File: config.mk
export PLATFORM = sky130hd
export DESIGN_NAME = cdf_accumulator_flat
export DESIGN_NICKNAME = d
export VERILOG_FILES = /design/src/rtl/cdf_accumulator_if.sv /design/src/rtl/cdf_accumulator.sv /design/src/flat_wrapper.sv
export SDC_FILE = /design/constraint.sdc
export NUM_CORES = 1
export LEC_CHECK = 0
export ABC_AREA = 1
export BUFFER_PORTS_ARGS = -buffer_cell sky130_fd_sc_hd__clkbuf_2
export CAP_MARGIN = 20
export CORE_ASPECT_RATIO = 0.6
export CORE_MARGIN = 2
export CORE_UTILIZATION = 30
export CTS_CLUSTER_SIZE = 25
export DETAILED_ROUTE_END_ITERATION = 8
export GPL_ROUTABILITY_DRIVEN = 0
export PLACE_DENSITY_LB_ADDON = 0.2
export SLEW_MARGIN = 15
export SYNTH_ARGS = -nofsm -noshare
export SYNTH_HDL_FRONTEND = slang
export SYNTH_SLANG_ARGS = --single-unit
File: constraint.sdc
create_clock -name clk -period 8.8 [get_ports clk]
set_clock_uncertainty 0.15 [all_clocks]
set_input_delay 1.76 -clock clk [delete_from_list [all_inputs] [get_ports clk]]
set_output_delay 1.76 -clock clk [all_outputs]
set_load 0.05 [all_outputs]
File: src/rtl/cdf_accumulator_if.sv
// ----------------------------------------------------------------------------
// cdf_accumulator_if
//   Bundles the start/status signals and the scratch-memory bus of the CDF
//   accumulator.
//   master : the accumulator (drives addresses, write data, status)
//   slave  : scratch memory / controller side
//   Signals:
//     enable              start request
//     cdf_sc_mem_rd_addr  scratch read address (read port 1)
//     cdf_sc_mem_rd_data  scratch read data, lane k = bits [32k+31:32k]
//     cdf_sc_mem_wt_addr  scratch write address
//     cdf_sc_mem_wt_data  CDF word, same lane packing as the histogram
//     cdf_sc_mem_wt_en    write strobe, one cycle per word
//     busy                operation in progress
//     cdf_sc_mem_wt_done  one-cycle pulse after the last word is written
//     cdf_min             first non-zero CDF value
// ----------------------------------------------------------------------------
interface cdf_accumulator_if;
    logic         enable;
    logic [15:0]  cdf_sc_mem_rd_addr;
    logic [127:0] cdf_sc_mem_rd_data;
    logic [15:0]  cdf_sc_mem_wt_addr;
    logic [127:0] cdf_sc_mem_wt_data;
    logic         cdf_sc_mem_wt_en;
    logic         busy;
    logic         cdf_sc_mem_wt_done;
    logic [31:0]  cdf_min;

    modport master (
        input  enable, cdf_sc_mem_rd_data,
        output cdf_sc_mem_rd_addr, cdf_sc_mem_wt_addr, cdf_sc_mem_wt_data,
               cdf_sc_mem_wt_en, busy, cdf_sc_mem_wt_done, cdf_min
    );

    modport slave (
        output enable, cdf_sc_mem_rd_data,
        input  cdf_sc_mem_rd_addr, cdf_sc_mem_wt_addr, cdf_sc_mem_wt_data,
               cdf_sc_mem_wt_en, busy, cdf_sc_mem_wt_done, cdf_min
    );
endinterface

File: src/rtl/cdf_accumulator.sv
// ----------------------------------------------------------------------------
// cdf_accumulator
//   Histogram-equalization stage. On a start pulse it reads NUM_WORDS
//   histogram words (4 x 32-bit bins each) from scratch memory, forms the
//   running cumulative sum and writes the CDF back in the same packing.
//   cdf_min reports the first non-zero CDF value (0 if none).
//   Ports:
//     clk    single clock, rising edge
//     reset  synchronous, active-high
//     bus    cdf_accumulator_if.master (start, scratch bus, status)
//   Per word: READ (issue address) -> ACC (data arrives, prefix sums)
//   -> WRITE (one write strobe). 32-bit arithmetic wraps modulo 2^32.
// ----------------------------------------------------------------------------
module cdf_accumulator #(
    parameter logic [15:0] HIST_BASE = 16'h0000,
    parameter logic [15:0] CDF_BASE  = 16'h0040,
    parameter int          NUM_WORDS = 64
) (
    input  logic               clk,
    input  logic               reset,
    cdf_accumulator_if.master  bus
);

    localparam int          LANES    = 4;
    localparam logic [15:0] LAST_IDX = 16'(NUM_WORDS - 1);

    typedef enum logic [2:0] {
        S_IDLE,
        S_READ,
        S_ACC,
        S_WRITE,
        S_DONE
    } state_t;

    state_t state_q, state_d;

    logic [31:0]             sum_q,     sum_d;
    logic [15:0]             idx_q,     idx_d;
    logic                    found_q,   found_d;
    logic [31:0]             cdf_min_q, cdf_min_d;
    logic [15:0]             rd_addr_q, rd_addr_d;
    logic [15:0]             wt_addr_q, wt_addr_d;
    logic [127:0]            wt_data_q, wt_data_d;

    logic [LANES-1:0][31:0]  hist_lane;
    logic [LANES-1:0][31:0]  cdf_lane;
    logic [31:0]             run_sum;
    logic                    nz_found;
    logic [31:0]             nz_val;

    // ------------------------------------------------------------------------
    // Lane prefix sums and first-non-zero search
    // ------------------------------------------------------------------------
    assign hist_lane = bus.cdf_sc_mem_rd_data;

    always_comb begin
        run_sum = sum_q;
        for (int k = 0; k < LANES; k++) begin
            run_sum     = run_sum + hist_lane[k];
            cdf_lane[k] = run_sum;
        end
    end

    // Scan high to low so the lowest-index non-zero lane wins.
    always_comb begin
        nz_found = 1'b0;
        nz_val   = 32'd0;
        for (int k = LANES - 1; k >= 0; k--) begin
            if (cdf_lane[k] != 32'd0) begin
                nz_found = 1'b1;
                nz_val   = cdf_lane[k];
            end
        end
    end

    // ------------------------------------------------------------------------
    // FSM: state register
    // ------------------------------------------------------------------------
    always_ff @(posedge clk) begin
        if (reset) state_q <= S_IDLE;
        else       state_q <= state_d;
    end

    // ------------------------------------------------------------------------
    // FSM: next state
    // ------------------------------------------------------------------------
    always_comb begin
        state_d = state_q;
        case (state_q)
            S_IDLE:  if (bus.enable) state_d = S_READ;
            S_READ:  state_d = S_ACC;
            S_ACC:   state_d = S_WRITE;
            S_WRITE: state_d = (idx_q == LAST_IDX) ? S_DONE : S_READ;
            S_DONE:  state_d = S_IDLE;
            default: state_d = S_IDLE;
        endcase
    end

    // ------------------------------------------------------------------------
    // FSM: outputs (Moore strobes) and datapath next-state
    // ------------------------------------------------------------------------
    always_comb begin
        sum_d     = sum_q;
        idx_d     = idx_q;
        found_d   = found_q;
        cdf_min_d = cdf_min_q;
        rd_addr_d = rd_addr_q;
        wt_addr_d = wt_addr_q;
        wt_data_d = wt_data_q;

        case (state_q)
            S_IDLE: begin
                if (bus.enable) begin
                    sum_d     = 32'd0;
                    idx_d     = 16'd0;
                    found_d   = 1'b0;
                    cdf_min_d = 32'd0;
                    rd_addr_d = HIST_BASE;
                end
            end
            S_ACC: begin
                wt_data_d = cdf_lane;
                wt_addr_d = CDF_BASE + idx_q;
                sum_d     = cdf_lane[LANES-1];
                if (!found_q && nz_found) begin
                    cdf_min_d = nz_val;
                    found_d   = 1'b1;
                end
            end
            S_WRITE: begin
                // Read address is staged here so it is already stable for
                // the whole READ cycle of the next word.
                if (idx_q != LAST_IDX) begin
                    idx_d     = idx_q + 16'd1;
                    rd_addr_d = HIST_BASE + idx_q + 16'd1;
                end
            end
            default: ;
        endcase
    end

    always_comb begin
        bus.cdf_sc_mem_wt_en   = (state_q == S_WRITE);
        bus.cdf_sc_mem_wt_done = (state_q == S_DONE);
        bus.busy               = (state_q == S_READ) || (state_q == S_ACC) ||
                                 (state_q == S_WRITE);
        bus.cdf_sc_mem_rd_addr = rd_addr_q;
        bus.cdf_sc_mem_wt_addr = wt_addr_q;
        bus.cdf_sc_mem_wt_data = wt_data_q;
        bus.cdf_min            = cdf_min_q;
    end

    // ------------------------------------------------------------------------
    // Datapath registers
    // ------------------------------------------------------------------------
    always_ff @(posedge clk) begin
        if (reset) begin
            sum_q     <= 32'd0;
            idx_q     <= 16'd0;
            found_q   <= 1'b0;
            cdf_min_q <= 32'd0;
            rd_addr_q <= 16'd0;
            wt_addr_q <= 16'd0;
            wt_data_q <= 128'd0;
        end else begin
            sum_q     <= sum_d;
            idx_q     <= idx_d;
            found_q   <= found_d;
            cdf_min_q <= cdf_min_d;
            rd_addr_q <= rd_addr_d;
            wt_addr_q <= wt_addr_d;
            wt_data_q <= wt_data_d;
        end
    end

endmodule

File: src/flat_wrapper.sv
// flat-port wrapper written by rule: the top's interface ports become plain ports
module cdf_accumulator_flat 
#(
    parameter logic [15:0] HIST_BASE = 16'h0000,
    parameter logic [15:0] CDF_BASE  = 16'h0040,
    parameter int          NUM_WORDS = 64
)
  (clk, reset, bus_enable, bus_cdf_sc_mem_rd_data, bus_cdf_sc_mem_rd_addr, bus_cdf_sc_mem_wt_addr, bus_cdf_sc_mem_wt_data, bus_cdf_sc_mem_wt_en, bus_busy, bus_cdf_sc_mem_wt_done, bus_cdf_min);
  cdf_accumulator_if bus_i ();
  input  logic clk;
  input  logic reset;
  input wire logic [$bits(bus_i.enable)-1:0] bus_enable;
  input wire logic [$bits(bus_i.cdf_sc_mem_rd_data)-1:0] bus_cdf_sc_mem_rd_data;
  output wire logic [$bits(bus_i.cdf_sc_mem_rd_addr)-1:0] bus_cdf_sc_mem_rd_addr;
  output wire logic [$bits(bus_i.cdf_sc_mem_wt_addr)-1:0] bus_cdf_sc_mem_wt_addr;
  output wire logic [$bits(bus_i.cdf_sc_mem_wt_data)-1:0] bus_cdf_sc_mem_wt_data;
  output wire logic [$bits(bus_i.cdf_sc_mem_wt_en)-1:0] bus_cdf_sc_mem_wt_en;
  output wire logic [$bits(bus_i.busy)-1:0] bus_busy;
  output wire logic [$bits(bus_i.cdf_sc_mem_wt_done)-1:0] bus_cdf_sc_mem_wt_done;
  output wire logic [$bits(bus_i.cdf_min)-1:0] bus_cdf_min;
  assign bus_i.enable = bus_enable;
  assign bus_i.cdf_sc_mem_rd_data = bus_cdf_sc_mem_rd_data;
  assign bus_cdf_sc_mem_rd_addr = bus_i.cdf_sc_mem_rd_addr;
  assign bus_cdf_sc_mem_wt_addr = bus_i.cdf_sc_mem_wt_addr;
  assign bus_cdf_sc_mem_wt_data = bus_i.cdf_sc_mem_wt_data;
  assign bus_cdf_sc_mem_wt_en = bus_i.cdf_sc_mem_wt_en;
  assign bus_busy = bus_i.busy;
  assign bus_cdf_sc_mem_wt_done = bus_i.cdf_sc_mem_wt_done;
  assign bus_cdf_min = bus_i.cdf_min;
  cdf_accumulator #(.HIST_BASE(HIST_BASE), .CDF_BASE(CDF_BASE), .NUM_WORDS(NUM_WORDS)) u_core (.clk(clk), .reset(reset), .bus(bus_i));
endmodule
# ---- Yosys cells after proc, flatten, opt, wreduce, memory -nomap -nowiden
# Cells that the tools add are included.
dict set report word_totals {
  output_inout_bits 195
  in_bits 131
  regBits 228
  word_cells 57
}
dict set report op_classes {
  n_eq_ne 9
  add_sub_neg 6
  reduce_logical 14
  mux 21
}
# op n
set op_table {}
lappend op_table {{two-way mux 32 bit} 6}
lappend op_table {{adder 32 bit} 4}
lappend op_table {{one-hot mux 32 bit (2 select lines)} 2}
lappend op_table {{nonzero test 32 bit} 4}
lappend op_table {{two-way mux 16 bit} 2}
lappend op_table {{one-hot mux 16 bit (2 select lines)} 1}
lappend op_table {{adder 16 x 1 -> 16 bit (second input constant)} 1}
lappend op_table {{adder 7 x 16 -> 16 bit (first input constant)} 1}
lappend op_table {{equality test 16 x 6 -> 1 bit (second input constant)} 1}
lappend op_table {{!= test 16 x 6 -> 1 bit (second input constant)} 1}
lappend op_table {{one-hot mux 3 bit (4 select lines)} 1}
lappend op_table {{equality test 3 x 2 -> 1 bit (second input constant)} 2}
lappend op_table {{two-way mux 1 bit} 6}
lappend op_table {{two-way mux 3 bit} 2}
lappend op_table {{AND reduction 3 bit} 2}
lappend op_table {{!= test 2 x 1 -> 1 bit (second input constant)} 2}
lappend op_table {{nonzero test 2 bit} 2}
lappend op_table {{equality test 3 x 1 -> 1 bit (second input constant)} 1}
lappend op_table {{equality test 3 bit (second input constant)} 1}
lappend op_table {{zero test 3 bit} 1}
lappend op_table {{logical OR 1 bit} 2}
lappend op_table {{!= test 2 bit (second input constant)} 1}
lappend op_table {{one-hot mux 1 bit (2 select lines)} 1}
lappend op_table {{AND reduction 2 bit} 1}
lappend op_table {{2 further kinds} 2}

# ---- Longest topological paths before layout
dict set report depth {
  word_depth 12
  ltp_mapped 55
  depth_no_buf 54
}

# ---- Worst setup path before layout
# OpenSTA, ideal clock, no wires.
dict set report synth_timing {
  path_type {input to register}
  start {in bus_cdf_sc_mem_rd_data[0]}
  end {reg u_core.cdf_min_q[21], in the netlist u_core.bus.cdf_min[21]}
  arrival_ns 7.703
  path_stages 48
  t_required_ns 8.518
  setup_slack_ns 0.815
  n_path_buf 2
  path_cell_list {ha_1 > fa_1 > nand2_1 > inv_1 > nand2_1 > nand3_2 > nand2_1 > nand2_1 > xnor2_1 > inv_1 > ha_1 > nand2_1 > o21ai_0 > inv_1 > nand2_1 > nand2_1 > nand2_1 > nand2_1 > (+12 left out) > inv_1 > ha_1 > inv_1 > nor3_1 > nand4_1 > o211a_1 > nand3_1 > nand2_1 > nor2_1 > nand4_1 > nor2_1 > nand2_1 > nand4_1 > inv_1 > buf_4 > buf_6 > nand2_1 > a21oi_1}
}
# item line
set synth_rtl {}
lappend synth_rtl {{from (decl)} flat_wrapper.sv:13} ;# input wire logic [$bits(bus_i.cdf_sc_mem_rd_data)-1:0] bus_cdf_sc_mem_rd_data;
lappend synth_rtl {{to (signal assigned)} cdf_accumulator.sv:169} ;# cdf_min_q <= cdf_min_d;
lappend synth_rtl {{to (decl)} cdf_accumulator.sv:40} ;# logic [31:0] cdf_min_q, cdf_min_d;

==> flow_metrics.tcl <==
set metrics [dict create \
    clockRootBuffer "clkbuf_16" \
    seq_area_sq_um 4564 \
    power.density_nw_per_um2 409.0 \
    numCtsBuffers 24 \
    dieArea_sq_um 64980 \
    ys_warn_count 0 \
    timing.final.max_slew_violations 0 \
    crit_path_start_kind "input pin" \
    use_met1 0.4387 \
    hp-class "flip-flop to flip-flop" \
    area_growth_pct 42.45 \
    fmax_ghz 0.1174 \
    slowest_stage "ha_4" \
    async_flop_share 0 \
    ir_worst_vdd_v 0.0002897 \
    period_share 0.9682 \
    drt-total-wl_mm 94.26 \
    synth_seq_area_share 0.2419 \
    synth_top_area_share 0.2419 \
    place_inst 4743 \
    viasPerCell 4.900 \
    synth-edff-count 0 \
    grt_use_met3 0.06462 \
    cpLargestDelayFamily "simple AND/OR/NAND/NOR gates" \
    met2_usage 0.3839 \
    p_leak_nw 14.43 \
    postLayoutCoreUtil 0.4304 \
    synth_area_leaders "dfxtp_1 24%, nand2_1 20%, inv_1 11%, ha_1 8.9%, a21oi_1 6.6%" \
    synth.cell_area_sq_um 18870 \
    fin_nets 4211 \
    grt_max_degree 104 \
    cts_tree "yes" \
    synth-main-ff-cell "dfxtp_1" \
    setup_viol 0 \
    yosysUniqueCellTypes 50 \
    dp_hpwl_mm 80.27 \
    postPlaceCellArea_sq_um 25190 \
    worstMarginPinSlew_ns 0.9942 \
    vias 23530 \
    layout.cells.non_filler 4801 \
    synthCells 3137 \
    ys_seq_elements 228 \
    cp_data_arrival_time_ns 8.86 \
    drive_above_1_share 0.2801 \
    power.total_mw 10.99 \
    path_clk_slew_ns 0.07 \
    avgSynthCellArea_sq_um 6.015 \
    final_area_sq_um 26880 \
    overflow 0 \
    grt-busiest-layer "met1" \
    drt_iter0_drc 2503 \
    path_buf_inv 9 \
    cp_common_cell "nand2_1" \
    synth_area_leader_cell "dfxtp_1" \
    die_w_um 327.8 \
    status "finished clean" \
    worstPathRequired_ns 9.15 \
    first_pass_iters 6 \
    cts_num_sinks 228 \
    synth_fp_nets 3406 \
    drt.antenna.violating_nets 0 \
    min_period_ns 8.520 \
    rows 71 \
    grt_pass1_wl_mm 136.2 \
    drc 0 \
    end_kind "flip-flop" \
    clockBufferDepth 3 \
    core_sq_um 62450 \
    cts_max_level 1 \
    crit_fanout 11 \
    initial_core_util 0.3021 \
    multi_input_area_sq_um 12680 \
    wl_per_cell_um 19.63 \
    ios 326 \
    die_h_um 198.3 \
    path_class "input pin to flip-flop" \
    holdBufCountCts 0 \
    maxCapViolCount 0 \
    relSlewSlack 0.3364 \
    antenna_found_initial 4 \
    hold_viol 0 \
    clock_latency_ns 0.59 \
    setup_tns_ns 0 \
    fillers 6774 \
    track_usage 0.2808 \
    grt_pass1_vias 21120 \
    port_buffers 325 \
    crit_path_max_incr_delay_ns 0.36 \
]
==> worst min-delay path: cells and delay by family, from the launching register on <==
| kind | cells | cell delay [ns] |
|---|---|---|
| flops | 1 | 0.31 |
| simple gates | 1 | 0.06 |
| compound gates | 1 | 0.05 |
==> registers in the layout, summed over array words and instances, names as in the netlist <==
name and flops:
u_core.bus.cdf_min 32, u_core.sum_q 32, u_core.bus.cdf_sc_mem_wt_data 128, u_core.found_q 1, u_core.idx_q 16, u_core.bus.cdf_sc_mem_wt_addr 16
u_core.state_q 3
==> logic make-up (layout without fill, tap and decap cells) <==
group,count (synthesis),in the layout,share of synthesized area
xor gates and xnor gates,43,43,0.02354
AOI/OAI and AO/OA,500,500,0.1543
other,0,3,0
DFF,228,228,0.2419
and+or+nand+nor,1609,1609,0.3608
buffers and inverters,619,1441,0.1263
adders and majority gates,138,138,0.09310
==> synthesized netlist by cell type (5+ instances only) <==
cell and n:
clkbuf_1 67, nand3_2 7, dfxtp_1 228, ha_1 134, buf_6 6, a21oi_1 249, inv_1 528, buf_2 6
a21boi_0 6, o21bai_1 19, o211ai_1 88, nor2_1 259, nor4_1 5, and2_1 6, nand3_1 173, xnor2_1 18
xor2_1 16, nand3b_1 19, inv_2 6, nor3_1 30, a21o_1 5, a22oi_1 24, or2_2 7, nor3_2 6
nor2_2 9, nand4_1 86, nand2_1 981, o21ai_0 88, xor2_2 8, nand2_2 15
==> cell type report <==
class | instances | share of cell area
Multi-Input combinational cell | 2290 | 0.4716
Timing Repair Buffer | 863 | 0.2143
Sequential cell | 228 | 0.1698
Inverter | 535 | 0.07481
Tap cell | 839 | 0.03906
Clock buffer | 29 | 0.02379
Clock inverter | 14 | 0.006331
Antenna cell | 3 | 0.0002793
==> per-stage QoR <==
| step | setup slack [ns] | hold WS [ns] |
|---|---|---|
| floorplan | 0.8152 | 0.2948 |
| global placement | -0.5526 | 0.3042 |
| detailed placement | -0.5922 | 0.3059 |
| CTS | 0.02437 | 0.3184 |
| global route | -0.05500 | 0.3427 |
| finish | 0.2802 | 0.3169 |
==> path summary, 6_finish.rpt <==
| kind | from | end | slack, ns | cells past startpoint |
|---|---|---|---|---|
| setup reg to reg | u_core.sum_q[5] | u_core.bus.cdf_min[6] | 1.12 | 46 |
| hold / removal | u_core.bus.cdf_sc_mem_wt_data[96] | u_core.bus.cdf_sc_mem_wt_data[96] | 0.32 | 2 |
| setup / recovery | bus_cdf_sc_mem_rd_data[5] | u_core.bus.cdf_min[6] | 0.28 | 47 |
| hold reg to reg | u_core.bus.cdf_sc_mem_wt_data[96] | u_core.bus.cdf_sc_mem_wt_data[96] | 0.32 | 2 |
==> cells in the final DEF, fill, tap and decap left out, drive strengths merged, types with 2 or more instances in the layout <==
cell type	count
xor2	24
nor3	37
clkbuf	354
a221oi	3
nor4	5
nand3	180
o221ai	2
nand2	997
nand3b	19
a21oi	252
bufinv	2
and2	6
clkinv	8
diode	3
a21o	5
clkinvlp	2
inv	537
o21bai	19
xnor2	19
nor2	269
fa	4
o21ai	92
dfxtp	228
o21a	4
nand4	87
o211ai	88
a22oi	24
or2	7
ha	134
a31oi	2
a21boi	6
buf	538
==> power breakdown <==
part,internal (mW),switching [mW],total (mW)
Sequential,1.12,0.0739,1.19
Combinational,3.66,5.06,8.72
Clock,0.588,0.496,1.08
Total,5.37,5.63,11.0
==> routing by layer <==
metal / vias to the layer above / wire, um
li1: 11720 / -
met1: 10780 / 46780
met2: 944 / 36300
met3: 81 / 9416
met4: 2 / 1751
met5: - / 13
==> repair_timing <==
action	in CTS	in global routing
setup endpoints to repair	5	37
resized for setup	1	169
setup buffers	0	9
cloned	0	2
pin swaps	0	29
Power figures use the tool's default switching activity.
